**src/rtl/cpu_pkg.sv**
```systemverilog
// Shared Toy-CPU definitions: opcodes, issue classes, decode FSM states and
// the combinational immediate/field helpers used by decode and execute.
package cpu_pkg;

   // Major opcodes (inst[6:0]) recognised by the decode stage
   localparam logic [6:0] OPCODE_OP     = 7'b0110011;
   localparam logic [6:0] OPCODE_OP_IMM = 7'b0010011;
   localparam logic [6:0] OPCODE_LOAD   = 7'b0000011;
   localparam logic [6:0] OPCODE_STORE  = 7'b0100011;
   localparam logic [6:0] OPCODE_BRANCH = 7'b1100011;
   localparam logic [6:0] OPCODE_LUI    = 7'b0110111;
   localparam logic [6:0] OPCODE_OP_V   = 7'b1010111;

   localparam logic [2:0] FUNCT3_BNE = 3'b001;

   // Instruction class handed to execute; encoding is shared with execute
   typedef enum logic [2:0] {
      CLS_NONE    = 3'd0,
      CLS_ALU_R   = 3'd1,
      CLS_ALU_I   = 3'd2,
      CLS_LOAD    = 3'd3,
      CLS_STORE   = 3'd4,
      CLS_LUI     = 3'd5,
      CLS_VEC     = 3'd6,
      CLS_ILLEGAL = 3'd7
   } issue_class_e;

   typedef enum logic [1:0] {
      ST_IDLE      = 2'd0,
      ST_DECODE    = 2'd1,
      ST_WAIT_OPND = 2'd2,
      ST_ISSUE     = 2'd3
   } dec_state_e;

   // bne is the only branch resolved in decode
   function automatic logic is_bne(input logic [31:0] w);
      return (w[6:0] == OPCODE_BRANCH) && (w[14:12] == FUNCT3_BNE);
   endfunction

   // Class of an instruction; bne never issues so it maps to NONE
   function automatic issue_class_e class_of(input logic [31:0] w);
      case (w[6:0])
         OPCODE_OP:     return CLS_ALU_R;
         OPCODE_OP_IMM: return CLS_ALU_I;
         OPCODE_LOAD:   return CLS_LOAD;
         OPCODE_STORE:  return CLS_STORE;
         OPCODE_LUI:    return CLS_LUI;
         OPCODE_OP_V:   return CLS_VEC;
         OPCODE_BRANCH: return is_bne(w) ? CLS_NONE : CLS_ILLEGAL;
         default:       return CLS_ILLEGAL;
      endcase
   endfunction

   // Source usage; illegal instructions neither stall nor mark anything busy
   function automatic logic uses_rs1(input issue_class_e c);
      return c inside {CLS_ALU_R, CLS_ALU_I, CLS_LOAD, CLS_STORE, CLS_VEC};
   endfunction

   function automatic logic uses_rs2(input issue_class_e c);
      return c inside {CLS_ALU_R, CLS_STORE, CLS_VEC};
   endfunction

   function automatic logic writes_rd(input issue_class_e c);
      return c inside {CLS_ALU_R, CLS_ALU_I, CLS_LOAD, CLS_LUI};
   endfunction

   // Sign-extended immediate selected by class (I, S or U format)
   function automatic logic [31:0] imm_gen(input issue_class_e c, input logic [31:0] w);
      case (c)
         CLS_ALU_I, CLS_LOAD: return {{20{w[31]}}, w[31:20]};
         CLS_STORE:           return {{20{w[31]}}, w[31:25], w[11:7]};
         CLS_LUI:             return {w[31:12], 12'b0};
         default:             return 32'b0;
      endcase
   endfunction

   // B-format branch displacement, sign-extended to 32 bits
   function automatic logic [31:0] b_imm(input logic [31:0] w);
      return {{19{w[31]}}, w[31], w[7], w[30:25], w[11:8], 1'b0};
   endfunction

endpackage

```
**src/rtl/dec_scoreboard.sv**
```systemverilog
// Register busy scoreboard: one bit per architectural register, set when a
// writer issues and cleared on writeback. x0 is never marked busy.
module dec_scoreboard (
   input  logic       clk,
   input  logic       rst_n,
   input  logic       set_en,
   input  logic [4:0] set_addr,
   input  logic       clr_en,
   input  logic [4:0] clr_addr,
   input  logic [4:0] q1_addr,
   input  logic [4:0] q2_addr,
   output logic       q1_busy,
   output logic       q2_busy
);

   logic [31:0] busy;
   logic [31:0] set_mask;
   logic [31:0] clr_mask;

   // One-hot set/clear masks for this cycle's issue and writeback
   always_comb begin
      // NOTE: every always_comb output gets a default first so no path can infer a latch.
      set_mask = '0;
      clr_mask = '0;
      if (set_en && (set_addr != 5'd0)) set_mask[set_addr] = 1'b1;
      if (clr_en)                       clr_mask[clr_addr] = 1'b1;
   end

   // Busy vector update; applying the set after the clear makes set win on a collision
   always_ff @(posedge clk or negedge rst_n) begin
      // NOTE: the busy vector is state, not storage: it must reset, or stale bits would stall decode forever.
      if (!rst_n) busy <= '0;
      else        busy <= (busy & ~clr_mask) | set_mask;
   end

   // Queries read the registered vector, so a writeback is visible one cycle later
   assign q1_busy = busy[q1_addr];
   assign q2_busy = busy[q2_addr];

endmodule

```
**src/rtl/i_decode.sv**
```systemverilog
// Decode stage: holds one instruction from fetch, waits for its source
// operands, resolves bne locally and issues everything else to execute.
module i_decode
   import cpu_pkg::*;
#(
   parameter int ADDR_WIDTH = 32,
   parameter int INST_WIDTH = 32
) (
   input  logic                  clk,
   input  logic                  rst_n,
   input  logic                  inst_valid,
   input  logic [INST_WIDTH-1:0] inst,
   output logic                  inst_vacant,
   output logic                  offset_valid,
   output logic [ADDR_WIDTH-1:0] offset,
   output logic [4:0]            rf_raddr1,
   output logic [4:0]            rf_raddr2,
   input  logic [31:0]           rf_rdata1,
   input  logic [31:0]           rf_rdata2,
   output logic                  issue_valid,
   input  logic                  issue_ready,
   output logic [2:0]            issue_class,
   output logic [2:0]            issue_funct3,
   output logic [6:0]            issue_funct7,
   output logic [4:0]            issue_rd,
   output logic [31:0]           issue_rs1_val,
   output logic [31:0]           issue_rs2_val,
   output logic [31:0]           issue_imm,
   input  logic                  wb_valid,
   input  logic [4:0]            wb_rd
);

   dec_state_e             state;
   logic [INST_WIDTH-1:0]  inst_q;
   logic [31:0]            word;
   issue_class_e           cls;
   logic                   bne;
   logic                   need_rs1;
   logic                   need_rs2;
   logic                   busy1;
   logic                   busy2;
   logic                   opnd_ready;
   logic                   accept;
   logic                   set_en;
   logic signed [31:0]     br_off;

   // Field decode of the held instruction
   assign word      = inst_q[31:0];
   assign cls       = class_of(word);
   assign bne       = is_bne(word);
   assign rf_raddr1 = word[19:15];
   assign rf_raddr2 = word[24:20];
   assign need_rs1  = bne || uses_rs1(cls);
   assign need_rs2  = bne || uses_rs2(cls);
   assign opnd_ready = !(need_rs1 && busy1) && !(need_rs2 && busy2);

   // Taken-bne adjustment relative to fetch's already-incremented PC
   assign br_off = $signed(b_imm(word)) - 32'sd4;

   // Issue handshake; the destination becomes busy on that same edge
   assign accept = (state == ST_ISSUE) && issue_ready;
   assign set_en = accept && writes_rd(issue_class_e'(issue_class));

   dec_scoreboard u_scoreboard (
      .clk      (clk),
      .rst_n    (rst_n),
      .set_en   (set_en),
      .set_addr (issue_rd),
      .clr_en   (wb_valid),
      .clr_addr (wb_rd),
      .q1_addr  (rf_raddr1),
      .q2_addr  (rf_raddr2),
      .q1_busy  (busy1),
      .q2_busy  (busy2)
   );

   // Decode FSM with registered handshake and issue outputs
   always_ff @(posedge clk or negedge rst_n) begin
      if (!rst_n) begin
         state         <= ST_IDLE;
         inst_q        <= '0;
         inst_vacant   <= 1'b1;
         offset_valid  <= 1'b0;
         offset        <= '0;
         issue_valid   <= 1'b0;
         issue_class   <= CLS_NONE;
         issue_funct3  <= '0;
         issue_funct7  <= '0;
         issue_rd      <= '0;
         issue_rs1_val <= '0;
         issue_rs2_val <= '0;
         issue_imm     <= '0;
      end else begin
         // NOTE: non-blocking assignments only, so every register samples pre-edge values.
         offset_valid <= 1'b0;
         case (state)
            ST_IDLE: begin
               if (inst_valid) begin
                  inst_q      <= inst;
                  inst_vacant <= 1'b0;
                  state       <= ST_DECODE;
               end
            end
            ST_DECODE, ST_WAIT_OPND: begin
               if (!opnd_ready) begin
                  state <= ST_WAIT_OPND;
               end else if (bne) begin
                  offset_valid <= 1'b1;
                  offset       <= (rf_rdata1 != rf_rdata2) ? ADDR_WIDTH'(br_off) : '0;
                  inst_vacant  <= 1'b1;
                  state        <= ST_IDLE;
               end else begin
                  issue_valid   <= 1'b1;
                  issue_class   <= cls;
                  issue_funct3  <= word[14:12];
                  issue_funct7  <= word[31:25];
                  issue_rd      <= word[11:7];
                  issue_rs1_val <= rf_rdata1;
                  issue_rs2_val <= rf_rdata2;
                  issue_imm     <= imm_gen(cls, word);
                  state         <= ST_ISSUE;
               end
            end
            ST_ISSUE: begin
               if (issue_ready) begin
                  issue_valid <= 1'b0;
                  inst_vacant <= 1'b1;
                  state       <= ST_IDLE;
               end
            end
            default: state <= ST_IDLE;
         endcase
      end
   end

endmodule

```
**config.mk**
```make
export PLATFORM = sky130hd
export DESIGN_NAME = i_decode
export DESIGN_NICKNAME = d
export VERILOG_FILES = /design/src/rtl/cpu_pkg.sv /design/src/rtl/dec_scoreboard.sv /design/src/rtl/i_decode.sv
export SDC_FILE = /design/constraint.sdc
export NUM_CORES = 1
export LEC_CHECK = 0
export ABC_AREA = 1
export ABC_CLOCK_PERIOD_IN_PS = 2600
export CAP_MARGIN = 40
export CORE_ASPECT_RATIO = 0.9
export CORE_MARGIN = 2
export CORE_UTILIZATION = 23
export DETAILED_ROUTE_END_ITERATION = 8
export GPL_TIMING_DRIVEN = 0
export SLEW_MARGIN = 20
export SYNTH_ARGS = -nofsm -noshare
export SYNTH_HDL_FRONTEND = slang
export SYNTH_SLANG_ARGS = --single-unit
export TNS_END_PERCENT = 50
```
**constraint.sdc**
```tcl
create_clock -name clk -period 2.6 [get_ports clk]
set_input_delay 0.26 -clock clk [delete_from_list [all_inputs] [get_ports clk]]
set_output_delay 0.26 -clock clk [all_outputs]
set_load 0.05 [all_outputs]
```
==> metrics.log <==
INFO  metric setup_repair_after_global_routing_missed_its_margin = false
INFO  metric fmax = approximately 420 MHz
INFO  metric worst_path_max_delay_cell = clkdlybuf4s50_1
INFO  metric layout_setup_ws = between 0.2 and 0.25 ns
INFO  metric core_region_area = around 40000 sq um
INFO  metric wl_met3 = about 2100 um
INFO  metric critical_path.max_stage_delay = slightly below 0.8 ns
INFO  metric report.power.total = around 18 mW
INFO  metric routed-via-count = approximately 8700
INFO  metric clock_tree.htree_level_count = 4
INFO  metric total_track_usage = between 10% and 20%
INFO  metric postRouteAntennaNets = 0
INFO  metric outcome = finished clean
INFO  metric cts_root_buffer = clkbuf_16
INFO  metric synth.most_common_cell = nand2_1
INFO  metric gpl.final_weighted_congestion = 0.919
INFO  metric yosysTopAreaCell = dfrtp_1
INFO  metric report.final.hold_viol_count = 0
INFO  metric routed_length_per_instance = between 15 and 20 um
INFO  metric cts_post_setup_buffers_inserted = 0
INFO  metric cts_tree = yes
INFO  metric cap_violations = 0
INFO  metric worst-setup-path-type = flip-flop to output pin
INFO  metric rows = 70
INFO  metric worstHoldPathType = input port to asynchronous set/reset pin
INFO  metric syn2layout_area_growth = 42.3%
INFO  metric yosys-top-cells-area = dfrtp_1, nand2_1, o21ai_0
INFO  metric post-route-period-util = between 90% and 100%
INFO  metric drt_first_iter_violations = slightly above 500
INFO  metric drive_above_1_share = between 8 and 9%
INFO  metric path_max_fanout = 20
INFO  metric final.setup_skew = approximately 0.018 ns
INFO  metric met1Wirelength = around 16000 um
INFO  metric timing.final.crit_period = between 2 and 2.5 ns
INFO  metric tritoncts.num_buffers = 17
INFO  metric cells_after_dpl = between 1500 and 2000
INFO  metric number_of_cells_produced_by_synthesis = 1142
INFO  metric asyncSetResetFlopFracSynth = 100%
INFO  metric clk_path_buf_depth = 2
INFO  metric start_util = 23.2%
INFO  metric maximum_number_of_pins_on_one_net_before_global_route_repair = 70
INFO  metric slew-limit-headroom = around 56%
INFO  metric cp_data_arrival_time = 2.12 ns
INFO  metric max_slew.worst_pin.slew = 0.663 ns
INFO  metric seq_area_frac_synth = 52.3%
INFO  metric critical_path_data_required_time = approximately 2.3 ns
INFO  metric fin_util = between 30% and 40%
INFO  metric first_global_vias = 8400
INFO  metric post_cts.resized_instances = 0
INFO  metric portBuffers = 263
INFO  metric top_cells_by_instance_count_after_synthesis = nand2_1, dfrtp_1, o21ai_0
INFO  metric die_area = 42400 sq um
INFO  metric dp_hpwl = around 27000 um
INFO  metric sink_count_of_the_clock_tree = approximately 200
INFO  metric yosys_most_used_dff = dfrtp_1
INFO  metric dieHeight = a little under 200 um
INFO  metric floorplan.io_pins = 265
INFO  metric routed_wirelength = roughly 35000 um
INFO  metric fin_worst_hold_slack = 0.321 ns
INFO  metric netlist_area = about 9400 sq um
INFO  metric detail_route.drc_violations = 0
INFO  metric finish.net_count = about 1500
INFO  metric synthDominantCellAreaShare = approximately 52%
INFO  metric ys_ff_latch = 196
INFO  metric post_synthesis_net_count = ~1300
INFO  metric crit_path_end_kind = output pin
INFO  metric worst_skew_pair.late_latency = about 0.46 ns
INFO  metric clock_pin_slew_of_the_registers_on_the_worst_case_setup_and_hold_paths = 0.08 ns
INFO  metric synth_cell_type_count = 35
INFO  metric route.detailed.vias_per_inst = ~4.4
INFO  metric static-leakage-power = 6.11 nW
INFO  metric grt_antenna_before_repair = 1
INFO  metric met2_wirelength = roughly 16000 um
INFO  metric preCtsSetupSlack = about 0.19 ns
INFO  metric wire_length_of_the_first_global_routing_pass = between 50000 and 60000 um
INFO  metric diodes = 0
INFO  metric grt_overflow_total = 0
INFO  metric synthesis.area_per_instance = ~8 sq um
INFO  metric topRoutingLayerUsed = met5
INFO  metric crit_path_cell_trace = buf_4 > clkdlybuf4s50_1
INFO  metric final-max-slew-violation-count = 0
INFO  metric power.ir.vdd_worst = between 0.5 and 0.6 mV
INFO  metric p_per_area = ~1400 nW/um^2
INFO  metric synth-warning-count = 0
INFO  metric drt_pre_antenna_iters = 6
INFO  metric horizontal_die_dimension = about 220 um
INFO  metric count_of_hold_buffers_inserted_by_post_cts_repair = 1
INFO  metric critPathLaunchType = flip-flop
INFO  metric synth_edf_count = 0
INFO  metric fin_cells = a little under 2000
INFO  metric finalSetupViolCount = 0
==> worst paths after layout <==
check                                        start                           end  slack [ns]  cells after the start
max                         offset[30]$_DFFE_PN0P_                    offset[23]        0.22                      2
min reg2reg                issue_valid$_DFFE_PN0P_       issue_valid$_DFFE_PN0P_        0.48                      2
max reg2reg                 inst_q[16]$_DFFE_PN0P_      issue_imm[3]$_DFFE_PN0P_        0.28                     14
min in group clk                           inst[5]         inst_q[5]$_DFFE_PN0P_        0.38                      3
min                                          rst_n  issue_rs2_val[9]$_DFFE_PN0P_        0.32                      2
max in group asynchronous                    rst_n       inst_vacant$_DFFE_PN1P_        1.18                      4
==> placed cells by master, fill, tap and decap left out, types with 14 or more instances in the layout <==
cell type and count:
o21ai_0 98, clkbuf_1 14, clkbuf_16 17, xnor2_1 32
buf_2 14, nand3_1 94, nand2_1 406, buf_4 42
nor2_1 59, a21oi_1 36, dfrtp_1 195, o21ai_1 20
inv_1 51, clkdlybuf4s50_1 262
==> cell families after synthesis <==
kind of cell	share of synthesized area, %
and+or+nand+nor	26.1
xor gates and xnor gates	3.18
buffers and inverters	7.85
adders and majority gates	0.400
muxes	0.601
AOI/OAI and AO/OA	9.50
other	0.0400
DFF	52.3
==> power breakdown <==
group	internal, mW	switching, mW
Clock	1.37	1.35
Sequential	4.22	0.913
Combinational	3.28	7.16
Total	8.86	9.42
==> per-layer routing <==
layer	track usage [%]	vias up
met4	4.52	2
li1	-	4263
met2	26.0	261
met5	0	-
met1	22.1	4175
met3	3.96	31
==> registers in the layout (all words and copies together) (netlist names), 2 cells and up <==
signal,flops
inst_q,32
issue_rs2_val,32
issue_imm,32
u_scoreboard.busy,32
issue_rs1_val,32
offset,13
issue_class,3
issue_funct7,7
issue_rd,5
issue_funct3,3
state,2
==> cell type report <==
cell class | count | area, sq um
Timing Repair Buffer | 266 | 2700
Clock buffer | 17 | 425
Inverter | 61 | 234
Fill cell | 4134 | 27000
Multi-Input combinational cell | 808 | 3730
Tap cell | 540 | 676
Buffer | 77 | 502
Sequential cell | 196 | 4910
Clock inverter | 15 | 166
==> through the flow <==
stage	TNS [ns]	cell area, sq um
2_1_floorplan	0	9380
3_3_place_gp	-1414.27	12700
3_5_place_dp	0	12700
4_1_cts	0	13300
5_1_grt	0	13300
6_report	0	13300
==> critical path, delay by kind of cell (launching register included) <==
kind                   cells  cell delay [ns]
buffers and inverters      2             0.99
DFF                        1             0.69
(Power assumes the default switching activity.)
